### config.mk
export PLATFORM = sky130hd
export DESIGN_NAME = uart_tx_fifo
export DESIGN_NICKNAME = d
export VERILOG_FILES = /design/src/rtl/uart_tx_fifo.sv
export SDC_FILE = /design/constraint.sdc
export NUM_CORES = 1
export LEC_CHECK = 0
export ABC_CLOCK_PERIOD_IN_PS = 2800
export BUFFER_PORTS_ARGS = -buffer_cell sky130_fd_sc_hd__buf_2
export CAP_MARGIN = 40
export CORE_MARGIN = 5
export CORE_UTILIZATION = 59
export DETAILED_ROUTE_END_ITERATION = 16
export HOLD_SLACK_MARGIN = 0.1
export PLACE_DENSITY_LB_ADDON = 0.08
export SLEW_MARGIN = 15
export SYNTH_ARGS = -nofsm -noshare
export SYNTH_HDL_FRONTEND = slang
export SYNTH_SLANG_ARGS = --single-unit
### constraint.sdc
create_clock -name clk -period 2.8 [get_ports clk]
set_clock_uncertainty 0.15 [all_clocks]
set_input_delay 0.28 -clock clk [delete_from_list [all_inputs] [get_ports clk]]
set_output_delay 0.28 -clock clk [all_outputs]
set_load 0.01 [all_outputs]
### src/rtl/uart_tx_fifo.sv
// UART transmitter fed by a small input FIFO: start bit, LSB-first data,
// optional parity, 1 or 2 stop bits, frames kept back-to-back while data is queued.
module uart_tx_fifo #(
  parameter int DATA_BITS    = 8,
  parameter int CLKS_PER_BIT = 16,
  parameter int PARITY_EN    = 0,
  parameter int PARITY_ODD   = 0,
  parameter int STOP_BITS    = 1,
  parameter int FIFO_DEPTH   = 4
) (
  input  logic                          clk,
  input  logic                          reset,
  input  logic [DATA_BITS-1:0]          tx_data,
  input  logic                          tx_valid,
  output logic                          tx_ready,
  output logic                          serial_out,
  output logic                          busy,
  output logic [$clog2(FIFO_DEPTH):0]   fifo_count
);

  localparam int PTR_W  = $clog2(FIFO_DEPTH);
  localparam int CNT_W  = PTR_W + 1;
  localparam int BAUD_W = (CLKS_PER_BIT > 1) ? $clog2(CLKS_PER_BIT) : 1;

  localparam logic [BAUD_W-1:0] BAUD_LAST = BAUD_W'(CLKS_PER_BIT - 1);
  localparam logic [3:0]        DATA_LAST = 4'(DATA_BITS - 1);
  localparam logic [3:0]        STOP_LAST = 4'(STOP_BITS - 1);
  localparam logic [CNT_W-1:0]  FULL_CNT  = CNT_W'(FIFO_DEPTH);

  typedef enum logic [2:0] {
    ST_IDLE   = 3'd0,
    ST_START  = 3'd1,
    ST_DATA   = 3'd2,
    ST_PARITY = 3'd3,
    ST_STOP   = 3'd4
  } state_e;

  function automatic logic frame_parity(input logic [DATA_BITS-1:0] data);
    return (PARITY_ODD != 0) ? ~^data : ^data;
  endfunction

  logic [DATA_BITS-1:0] mem_q [FIFO_DEPTH];
  logic [PTR_W-1:0]     wr_ptr_q, wr_ptr_d;
  logic [PTR_W-1:0]     rd_ptr_q, rd_ptr_d;
  logic [CNT_W-1:0]     count_q, count_d;

  state_e               state_q;
  logic [BAUD_W-1:0]    baud_q;
  logic [3:0]           bit_q;
  logic [DATA_BITS-1:0] shift_q;
  logic                 par_q;
  logic                 serial_q;

  logic                 push_s, pop_s, baud_end_s, fifo_empty_s;
  logic [DATA_BITS-1:0] head_s;

  assign fifo_empty_s = (count_q == '0);
  assign baud_end_s   = (baud_q == BAUD_LAST);
  assign tx_ready     = (count_q != FULL_CNT);
  assign push_s       = tx_valid & tx_ready;
  // A word leaves the FIFO when the line is idle or exactly as the last stop bit ends.
  assign pop_s        = ~fifo_empty_s &
                        ((state_q == ST_IDLE) |
                         ((state_q == ST_STOP) & baud_end_s & (bit_q == STOP_LAST)));
  assign head_s       = mem_q[rd_ptr_q];

  // FIFO pointer and occupancy next-state
  always_comb begin
    wr_ptr_d = push_s ? wr_ptr_q + PTR_W'(1) : wr_ptr_q;
    rd_ptr_d = pop_s  ? rd_ptr_q + PTR_W'(1) : rd_ptr_q;
    case ({push_s, pop_s})
      2'b10:   count_d = count_q + CNT_W'(1);
      2'b01:   count_d = count_q - CNT_W'(1);
      default: count_d = count_q;
    endcase
  end

  // FIFO storage write port
  always_ff @(posedge clk) begin
    if (push_s) begin
      mem_q[wr_ptr_q] <= tx_data;
    end
  end

  // FIFO pointer and occupancy registers
  always_ff @(posedge clk or posedge reset) begin
    if (reset) begin
      wr_ptr_q <= '0;
      rd_ptr_q <= '0;
      count_q  <= '0;
    end else begin
      wr_ptr_q <= wr_ptr_d;
      rd_ptr_q <= rd_ptr_d;
      count_q  <= count_d;
    end
  end

  // Frame sequencer with registered line output
  always_ff @(posedge clk or posedge reset) begin
    if (reset) begin
      state_q  <= ST_IDLE;
      baud_q   <= '0;
      bit_q    <= 4'd0;
      shift_q  <= '0;
      par_q    <= 1'b0;
      serial_q <= 1'b1;
    end else begin
      case (state_q)
        ST_IDLE: begin
          baud_q <= '0;
          bit_q  <= 4'd0;
          if (pop_s) begin
            shift_q  <= head_s;
            par_q    <= frame_parity(head_s);
            state_q  <= ST_START;
            serial_q <= 1'b0;
          end else begin
            serial_q <= 1'b1;
          end
        end
        ST_START: begin
          if (baud_end_s) begin
            baud_q   <= '0;
            bit_q    <= 4'd0;
            state_q  <= ST_DATA;
            serial_q <= shift_q[0];
          end else begin
            baud_q <= baud_q + BAUD_W'(1);
          end
        end
        ST_DATA: begin
          if (baud_end_s) begin
            baud_q  <= '0;
            shift_q <= shift_q >> 1;
            if (bit_q == DATA_LAST) begin
              bit_q <= 4'd0;
              if (PARITY_EN != 0) begin
                state_q  <= ST_PARITY;
                serial_q <= par_q;
              end else begin
                state_q  <= ST_STOP;
                serial_q <= 1'b1;
              end
            end else begin
              bit_q    <= bit_q + 4'd1;
              serial_q <= shift_q[1];
            end
          end else begin
            baud_q <= baud_q + BAUD_W'(1);
          end
        end
        ST_PARITY: begin
          if (baud_end_s) begin
            baud_q   <= '0;
            bit_q    <= 4'd0;
            state_q  <= ST_STOP;
            serial_q <= 1'b1;
          end else begin
            baud_q <= baud_q + BAUD_W'(1);
          end
        end
        ST_STOP: begin
          if (baud_end_s) begin
            baud_q <= '0;
            if (bit_q == STOP_LAST) begin
              bit_q <= 4'd0;
              if (pop_s) begin
                shift_q  <= head_s;
                par_q    <= frame_parity(head_s);
                state_q  <= ST_START;
                serial_q <= 1'b0;
              end else begin
                state_q  <= ST_IDLE;
                serial_q <= 1'b1;
              end
            end else begin
              bit_q <= bit_q + 4'd1;
            end
          end else begin
            baud_q <= baud_q + BAUD_W'(1);
          end
        end
        default: begin
          state_q  <= ST_IDLE;
          baud_q   <= '0;
          bit_q    <= 4'd0;
          serial_q <= 1'b1;
        end
      endcase
    end
  end

  assign serial_out = serial_q;
  assign busy       = (state_q != ST_IDLE) | ~fifo_empty_s;
  assign fifo_count = count_q;

endmodule
Word level (Yosys, flattened, before mapping)
Memory sizes are Yosys's and may differ from the RTL's.
Index checks and enable logic that the tools add are counted.
Storage, ports and cells
  memory bits (writable): 32
  memories: 1
  bits of input ports: 11
  flip-flop bits (word level): 27
Operators by class
  add/sub/neg operators: 6
  multiplexer cells: 33
  reduce and logical (&&, ||, !) cells: 12
  bitwise operators: 7
  eq/ne operators: 17
Memories
  mem_q: words 4, width 8, rd ports 1, clocked after Yosys merged registers in 0, wr ports 1, RTL line 42  | logic [DATA_BITS-1:0] mem_q [FIFO_DEPTH];
Operators by type and width (count)
  8-bit 2-to-1 mux: 4
  4-bit 2-to-1 mux: 7
  8-bit one-hot mux with 3 select lines: 1
  3-bit 2-to-1 mux: 7
  3-bit one-hot mux with 5 select lines: 1
  2-bit != test, second input constant: 6
  4-bit one-hot mux with 3 select lines: 1
  1-bit 2-to-1 mux: 10
  4-bit by 1-bit adder with 4-bit output, second input constant: 2
  7-bit AND reduction: 1
  3-bit by 2-bit equality test with 1-bit output, second input constant: 2
  3-bit zero test: 2
  3-bit one-hot mux with 2 select lines: 1
  3-bit nonzero test: 2
  1-bit one-hot mux with 5 select lines: 1
  5-bit AND reduction: 1
  2-bit by 1-bit adder with 2-bit output, second input constant: 2
  1-bit AND: 4
  4-bit by 3-bit equality test with 1-bit output, second input constant: 1
  4-bit equality test, second input constant: 1
  4-bit zero test: 1
  2-bit by 1-bit != test with 1-bit output, second input constant: 2
  4-bit AND reduction: 1
  4-bit OR reduction: 1
  12 further kinds: 13

Depth between registers and ports, before layout
Gate-level depths: netlist of the first run.
  depth in word-level cells: 9
  depth in mapped cells: 11
  mapped depth without buffers: 11

Worst setup path after synthesis of the first run
No wires, ideal clock.
  kind: reg-to-reg
  from: register bit_q[0]
  to: register count_q[2] (netlist: fifo_count[2])
  period minus slack after synthesis: 2576 ps
  buffers on the path: 0
  setup slack: 224 ps
  library setup time: 79 ps
  required time: 2571 ps
  cell stages (with the launch flop): 12
  data arrival time: 2347 ps
  cells stage by stage: dfrtp_1 > inv_1 > ha_1 > or3b_4 > o21a_4 > nor2_1 > ha_1 > inv_1 > fa_1 > xor2_1 > nor2_1 > xor2_1
Between the ends
  word-level cells in the longest chain between the ends: 6
RTL lines
  from (decl): RTL line 49  | logic [3:0] bit_q;
  from (signal assigned): RTL line 145  | bit_q <= bit_q + 4'd1;
  from (signal assigned): RTL line 177  | bit_q <= bit_q + 4'd1;
  4-bit zero test (*): RTL line 64  | ((state_q == ST_STOP) & baud_end_s & (bit_q == STOP_LAST)));
  1-bit AND (*): RTL line 64
  1-bit OR (*): RTL line 63  | ((state_q == ST_IDLE) |
  1-bit AND (*): RTL line 62  | assign pop_s = ~fifo_empty_s &
  via pop_s: RTL line 54  | logic push_s, pop_s, baud_end_s, fifo_empty_s;
  2-bit by 1-bit equality test with 1-bit output or 2-bit equality test (tied branches): RTL line 71  | case ({push_s, pop_s})
  3-bit one-hot mux with 2 select lines or 2-bit nonzero test (tied branches)
  to (signal assigned): RTL line 94  | count_q <= count_d;
  to (decl): RTL line 45  | logic [CNT_W-1:0] count_q, count_d;
Mark *: on every way through the listed nets, which the timed path passes. The rest lies on a longest branch.
A chain may end at the register's enable or synchronous reset.

Final worst setup path of the first run
Same ends and word-level chain as after synthesis.

==> results of run 1 <==
[cells in the final DEF (no fill, tap or decap), types with 2 or more instances in the layout]
cell type,instances
clkbuf_8,9
and3_1,6
mux4_2,8
nor2_1,7
a22o_1,3
nand2_1,6
mux2_2,3
ha_1,7
xor2_1,5
inv_1,16
nor3_1,4
o21ai_0,7
or3_1,2
bufinv_16,4
clkinv_4,2
dlygate4sd3_1,9
o32ai_1,8
nand3_1,5
buf_2,16
dfrtp_1,26
buf_4,7
edfxtp_1,32
a21oi_1,8
xnor2_1,3
[stage by stage]
| stage | cell area (um^2) | worst slack [ps] |
|---|---|---|
| 6_report | 3180 | 67.6 |
| 5_1_grt | 3180 | -27.7 |
| 4_1_cts | 3140 | 6.87 |
| 3_5_place_dp | 2780 | 34.4 |
| 3_3_place_gp | 2750 | 230 |
| 2_1_floorplan | 2640 | 224 |
[worst reg2reg max path: stages (launching register included)]
cell and delay, ps:
dfrtp_1 390, inv_1 90, ha_1 150, or3b_4 390
o21a_4 220, nor2_4 120, ha_2 190, inv_1 60
fa_1 380, xor2_1 160, nor2_1 140, xor2_1 200
[path summary, 6_finish.rpt]
| path | startpoint | end | cells after the start |
|---|---|---|---|
| min reg2reg | baud_q[0] | baud_q[0] | 1 |
| max | bit_q[0] | fifo_count[2] | 11 |
| max reg2reg | bit_q[0] | fifo_count[2] | 11 |
| max in group asynchronous | reset | serial_out | 4 |
| min | tx_valid | wr_ptr_q[0] | 3 |
| min in group asynchronous | reset | wr_ptr_q[0] | 3 |
[cells by family (layout without fill, tap and decap cells)]
group / Yosys count / count (layout) / share of synthesized area
buffers and inverters: 24 / 65 / 0.0413
multiplexers: 12 / 12 / 0.0850
adder cells (fa/ha/maj): 9 / 9 / 0.0456
AND/OR/NAND/NOR: 40 / 40 / 0.0845
flip-flops: 59 / 59 / 0.622
XOR/XNOR: 8 / 8 / 0.0266
AO/OA/AOI/OAI: 35 / 35 / 0.0954
[flip-flops by register name, summed over array words and instances (netlist names)]
name / count
bit_q: 4
mem_q: 32
rd_ptr_q: 2
wr_ptr_q: 2
serial_out: 1
baud_q: 4
shift_q: 8
state_q: 3
fifo_count: 3
[report_power, final]
group / internal [uW] / switching (uW)
sequential: 1060 / 58.4
clock: 685 / 340
combinational: 140 / 194
total: 1880 / 593
[final cells by class]
cell class,count,share of cell area
sequential,59,0.516
multi-input combinational,104,0.283
timing repair buffer,33,0.0788
clock inverter,6,0.0433
clock buffer,10,0.0402
tap,52,0.0205
inverter,16,0.0189
[metal layers]
layer,global-route usage,part of all wire
met1,0.241,0.42
met2,0.301,0.52
met3,0.0445,0.037
met4,0.101,0.019
met5,0,0
[repair_timing]
action	CTS	global route
hold endpoints to repair	58	0
setup buffers	0	4
hold buffers	9	0
pin swaps	0	2
endpoints found under the setup margin	1	1
gates resized for setup	2	1
gates cloned	0	0
==> summary.txt, run 1 <==
share of layout cells above drive strength 1 = 0.259
VDD IR max = 732 uV
Num Clock Sinks = 59
placed insts = 251
Lkg Pwr = 0.00133 uW
CP top delay family = adder cells
critical path class = flip-flop to flip-flop
Max Fanout on Critical Path = 3
Slew HR = 0.625
Routed WL = 5050 um
crit-path cells = inv_1 > ha_1 > or3b_4 > o21a_4 > nor2_4 > ha_2 > inv_1 > fa_1 > xor2_1 > nor2_1 > xor2_1
worst-skew pair later-pin latency = 330 ps
core area = 0.00435 mm^2
fin util = 0.730
Synth top area share = 0.365
critical path endpoint category = flip-flop
crit start category = flip-flop
register-to-register setup slack = 70 ps
grt total ovfl = 0
Layout Nets = 243
Synth async-reset ratio = 0.458
# port buffers = 16
Max-Cap Viols = 0
fin. max-slew vios = 0
FF+latch area = 0.00164 mm^2
fillers = 283
Seq/Total Area, Yosys = 0.622
post-route clock period utilization = 0.976
average size of a mapped cell = 14.1 um^2
WL/cell = 18.0 um
minimum clock period = 2730 ps
CTS tree = built
Die Wd = 76.8 um
WP buf/inv = 2
Final ANT Viol Nets = 0
Final Hold Fails = 0
Post-synth EDFFs = 32
post-synthesis register bit count = 59
Arrival @ worst endpoint = 2830 ps
Worst EP required = 2890 ps
initial core utilization = 0.605
worst stage delay on the critical path = 390 ps
outcome = finished, final reports clean
area leader, netlist = edfxtp_1
Area contributors post-synth = edfxtp_1, dfrtp_1, mux4_2, ha_1, o32ai_1
fmax = 366 MHz
Synth Flop Type = edfxtp_1
num ports = 17
CTS H-tree depth = 3
CTS Buffer Depth = 2
area of the die = 0.00590 mm^2
most common cell in the synthesized netlist = edfxtp_1
Vias = 1,647
Fin Hold WS = 161 ps
P&R area growth vs syn = 20.6%
Final Setup Violations = 0
gr usage total = 0.190
drt initial violations = 142
initial antenna violation count = 0
synthesized net count = 207
DPL Wire Length = 3440 um
Placer Congestion = 0.776
vias per cell = 5.88
total power = 2480 uW
CTS Buf Count = 9
pin count of the biggest net entering global routing = 22
Detailed Routing Iterations Pass 1 = 5
clock-pin transition on the worst setup and hold timing paths = 60 ps
setup_tns = 0 ps
fin cells = 280
vias in the first global route = 1,725
PwrDens = 780 mW/mm^2
first-pass GRT wire length = 8650 um
# DRC = 0
yosys warns = 0
Cell Area, Synth = 0.00264 mm^2
Die Y = 76.8 um
# rows = 24
most common library cells after synthesis = edfxtp_1, dfrtp_1, inv_1
Hold Crit Class = primary input to flip-flop
Yosys cell types = 42
CTS Root Cell = clkbuf_8
antenna cells = 0
worst slew pin tran = 563 ps
CP max stage cell = dfrtp_1
multi-input gate area in the final layout = 898 um^2
Syn Inst Count = 187
Power figures use the tool's default switching activity.
==> run 2, diff against run 1 <==
- CORE_MARGIN: 5 -> default
- SETUP_SLACK_MARGIN: default -> 0.3
==> run 2 against run 1 <==
Sequential power about the same. Critical path depth is the same. Maximum frequency grew 9.3%. First-iteration DRC count is 31% lower. Power is 15% lower. Wire length about the same. Register-to-register slack improved by 230 ps. Cell area is 2.8% lower. Critical endpoint unchanged. Largest cell class unchanged. Largest power group unchanged. Highest routed layer unchanged.
==> summary.txt, run 2 (synthesized netlist as in run 1, its figures left out) <==
CTS Buf Count = 9
Hold Path End = wr_ptr_q[0]
pin count of the biggest net entering global routing = 17
num ports = 17
Placer Congestion = 0.780
# rows = 23
first-pass GRT wire length = 7660 um
grt total ovfl = 0
max reg flops = 32
Slew HR = 0.612
# DRC = 0
Vias = 1,647
Max-Cap Viols = 0
fin. max-slew vios = 0
Die Y = 68.8 um
worst reg2reg startpoint = bit_q[0]
Layout Nets = 245
PwrDens = 678 mW/mm^2
antenna cells = 0
Max Fanout on Critical Path = 3
hold path cells = 3
Final Setup Violations = 0
crit start category = flip-flop
vias per cell = 5.88
most frequent CP cell = xor2_1
critical path endpoint category = flip-flop
biggest registers after layout = mem_q (32), shift_q (8)
CTS H-tree depth = 3
Lkg Pwr = 0.00129 uW
Internal = 1520 uW
area of the die = 0.00474 mm^2
share of layout cells above drive strength 1 = 0.257
Final ANT Viol Nets = 0
core area = 0.00414 mm^2
vias in the first global route = 1,672
Die Wd = 68.8 um
fillers = 259
worst stage delay on the critical path = 400 ps
CTS tree = built
post-route clock period utilization = 0.893
P&R area growth vs syn = 17.2%
drt initial violations = 98
CP max stage cell = dfrtp_1
start point of the worst hold path = tx_valid
CTS Buffer Depth = 2
fmax = 400 MHz
Comb pwr share = 0.162
Detailed Routing Iterations Pass 1 = 4
worst slew pin tran = 582 ps
Num Clock Sinks = 59
critical path class = flip-flop to flip-flop
initial core utilization = 0.636
sequential share of power = 0.537
unrepaired setup endpoints after global routing = yes
pre-CTS setup slack = 95.4 ps
commonest non-fill, non-tap cell in the layout = edfxtp_1
CTS Root Cell = clkbuf_8
commonest cells after routing, fill and taps aside = edfxtp_1, dfrtp_1, buf_2
Worst EP required = 2900 ps
crit-path cells = inv_2 > ha_1 > or3b_4 > o21a_4 > nor2_4 > ha_4 > inv_1 > fa_2 > xor2_1 > nor2_1 > xor2_1
post-route worst setup slack = 300 ps
DPL Wire Length = 3220 um
# port buffers = 16
Psw = 578 uW
length in cells of the worst reg-to-reg path = 11
Worst R2R End = fifo_count[2]
setup_tns = 0 ps
initial antenna violation count = 0
Hold Crit Class = primary input to flip-flop
Routed WL = 5050 um
VDD IR max = 509 uV
clock-pin transition on the worst setup and hold timing paths = 60 ps
Biggest register = mem_q
outcome = finished, final reports clean
Clk pwr share = 0.301
minimum clock period = 2500 ps
register-to-register setup slack = 300 ps
Arrival @ worst endpoint = 2600 ps
Final Hold Fails = 0
gr usage total = 0.244
Switching Fraction = 0.276
WL/cell = 18.0 um
worst-skew pair later-pin latency = 330 ps
run 2: worst max path at each step:
stage                          endpoint  slack (ps)  cells past startpoint  startpoint
after floorplan           fifo_count[2]         300                     11    bit_q[0]
after global placement    fifo_count[2]         210                     11    bit_q[0]
after detailed placement  fifo_count[2]         100                     11    bit_q[0]
after CTS                 fifo_count[2]         310                     11    bit_q[0]
after global routing      fifo_count[2]         200                     11    bit_q[0]
final                     fifo_count[2]         300                     11    bit_q[0]
run 2: final cells by class:
type,count,area [um^2],area share
sequential,59,1640,0.530
multi-input combinational,104,911,0.295
timing repair buffer,35,265,0.0859
clock buffer,11,131,0.0425
tap,50,62.6,0.0203
inverter,16,60.1,0.0194
clock inverter,5,21.3,0.00689
run 2: worst max-delay path, delay by kind of cell, from the launching register on:
family,cells,cell delay [ps]
xor gates and xnor gates,2,300
adders and majority gates,3,610
AOI/OAI and AO/OA,1,220
buffers and inverters,2,100
DFF,1,400
and+or+nand+nor,3,640
run 2: power groups by stage:
| stage | combinational [uW] | sequential [uW] | clock (uW) |
|---|---|---|---|
| floorplan | 200 | 1130 | 0 |
| global placement | 289 | 1120 | 0 |
| detailed placement | 319 | 1140 | 0 |
| CTS | 337 | 1120 | 629 |
| global route | 375 | 1130 | 676 |
| finish | 340 | 1120 | 631 |
run 2: per-layer routing:
layer | global-route usage | wire length, um | up-vias
met2 | 0.413 | 2580 | 29
met5 | 0 | 0 | -
li1 | - | - | 775
met1 | 0.270 | 2150 | 828
met4 | 0.158 | 153 | 0
met3 | 0.0674 | 152 | 15
run 2: stage by stage:
| step | utilization | hold slack [ps] | power (uW) | instance area (um^2) | instances |
|---|---|---|---|---|---|
| floorplan | - | 182 | 1330 | 2650 | 187 |
| global placement | 0.665 | 304 | 1410 | 2750 | 247 |
| detailed placement | 0.671 | 194 | 1460 | 2780 | 248 |
| CTS | 0.744 | 199 | 2090 | 3080 | 279 |
| global route | 0.745 | 211 | 2180 | 3090 | 280 |
| finish | 0.745 | 213 | 2090 | 3090 | 280 |
run 2: timing repair:
action / in CTS / in global routing
pin swaps: 4 / 3
setup buffers: 6 / 1
endpoints found under the setup margin: 2 / 1
gates resized for setup: 3 / 0
hold endpoints to repair: 42 / 0
hold buffers: 9 / 0
==> run 3, diff against run 2 <==
- CORE_MARGIN: default -> 5
- RECOVER_POWER: default -> 25
==> run 3 against run 2 <==
Setup slack gained 2.2 ps. Via count is 0.12% higher. Critical endpoint unchanged. Count of clock-buffer cells in the layout increased by 1. Maximum frequency about the same. Global-route usage fell by 7.1 points. Clock power grew 0.8%. Cell count rose by 0.71%. Wire length down 7.3%. Largest power group unchanged.
==> summary.txt, run 3 (synthesized netlist as in run 1, its figures left out) <==
outcome = finished, final reports clean
vias per cell = 5.85
CTS tree = built
critical path endpoint category = flip-flop
WL/cell = 16.6 um
commonest non-fill, non-tap cell in the layout = edfxtp_1
Comb pwr share = 0.157
Layout Nets = 246
Slew HR = 0.614
clock-pin transition on the worst setup and hold timing paths = 60 ps
length in cells of the worst reg-to-reg path = 11
fin. max-slew vios = 0
drt initial violations = 81
post-route clock period utilization = 0.892
Switching Fraction = 0.262
# DRC = 0
unrepaired setup endpoints after global routing = yes
Worst Setup EP = fifo_count[2]
pin count of the biggest net entering global routing = 17
setup_tns = 0 ps
# rows = 24
critical path class = flip-flop to flip-flop
Hold Crit Class = primary input to flip-flop
num ports = 17
worst-skew pair later-pin latency = 330 ps
Biggest register = mem_q
Die Y = 76.8 um
Clk pwr share = 0.306
Arrival @ worst endpoint = 2600 ps
Lkg Pwr = 0.00127 uW
DPL Wire Length = 3210 um
commonest cells after routing, fill and taps aside = edfxtp_1, dfrtp_1, inv_1
Worst R2R End = fifo_count[2]
PwrDens = 674 mW/mm^2
CTS Buf Count = 9
worst reg2reg startpoint = bit_q[0]
Detailed Routing Iterations Pass 1 = 4
Final Hold Fails = 0
antenna cells = 0
Die Wd = 76.8 um
share of layout cells above drive strength 1 = 0.235
initial core utilization = 0.605
Routed WL = 4680 um
CTS Buffer Depth = 2
fin util = 0.708
vias in the first global route = 1,667
biggest registers after layout = mem_q (32), shift_q (8)
fmax = 400 MHz
first-pass GRT wire length = 7970 um
critical path startpoint = bit_q[0]
Max Fanout on Critical Path = 3
Placer Congestion = 0.854
grt total ovfl = 0
max reg flops = 32
post-route worst setup slack = 302 ps
crit start category = flip-flop
Max-Cap Viols = 0
minimum clock period = 2500 ps
Worst EP required = 2900 ps
VDD IR max = 498 uV
Final ANT Viol Nets = 0
Psw = 544 uW
core area = 0.00435 mm^2
Vias = 1,649
pre-CTS setup slack = 97.9 ps
Internal = 1530 uW
CTS H-tree depth = 3
register-to-register setup slack = 300 ps
area of the die = 0.00590 mm^2
worst slew pin tran = 578 ps
Fin Hold WS = 235 ps
P&R area growth vs syn = 17.0%
Num Clock Sinks = 59
initial antenna violation count = 0
gr usage total = 0.173
# port buffers = 16
sequential share of power = 0.537
CTS Root Cell = clkbuf_8
Final Setup Violations = 0
==> run 3: power by group through the flow <==
| stage | Combinational (uW) | Clock (uW) | Sequential, uW |
|---|---|---|---|
| 4_1_cts | 338 | 650 | 1120 |
| 3_3_place_gp | 296 | 0 | 1120 |
| 5_1_grt | 365 | 695 | 1130 |
| 6_report | 325 | 636 | 1120 |
| 2_1_floorplan | 200 | 0 | 1130 |
| 3_5_place_dp | 321 | 0 | 1130 |
==> run 3: layer usage <==
metal / up-vias / GRT usage / wire, um / part of all wire
met4: 0 / 0.0822 / 72 / 0.015
met1: 835 / 0.220 / 2050 / 0.44
met5: - / 0 / 0 / 0
met2: 28 / 0.281 / 2430 / 0.52
li1: 778 / - / - / -
met3: 8 / 0.0398 / 123 / 0.026
==> run 3: worst max-delay path, stage by stage (launching register included) <==
cell,delay [ps]
dfrtp_1,400
inv_2,70
ha_1,130
or3b_4,370
o21a_4,220
nor2_4,130
ha_4,140
inv_1,50
fa_2,330
xor2_1,150
nor2_1,120
xor2_1,160
==> run 3: final cells by class <==
cell class	instances	area [um^2]
Clock buffer	12	145
Clock inverter	3	15.0
Fill cell	280	1270
Inverter	16	60.1
Multi-Input combinational cell	104	911
Sequential cell	59	1640
Tap cell	52	65.1
Timing Repair Buffer	36	250
==> run 3: how the worst min path moves through the flow <==
stage	from	slack [ps]	depth (start not counted)	endpoint
finish	tx_valid	240	3	wr_ptr_q[0]
floorplan	reset	180	1	baud_q[0]
detailed placement	reset	210	2	wr_ptr_q[0]
CTS	tx_valid	230	3	wr_ptr_q[0]
global placement	baud_q[0]	300	1	baud_q[0]
global route	tx_valid	260	3	wr_ptr_q[0]
==> run 3: timing repair <==
item	4_1_cts	5_1_grt
setup buffers	4	4
hold buffers	9	0
setup endpoints to repair	2	1
endpoints found under the hold margin	45	0
gates resized for setup	3	0
pin swaps	4	3
==> run 3: through the flow <==
| stage | power (uW) | cells | area (um^2) |
|---|---|---|---|
| after floorplan | 1330 | 187 | 2650 |
| after detailed placement | 1450 | 250 | 2770 |
| final | 2080 | 282 | 3080 |
| after global routing | 2190 | 282 | 3080 |
| after global placement | 1420 | 249 | 2760 |
| after CTS | 2100 | 278 | 3060 |
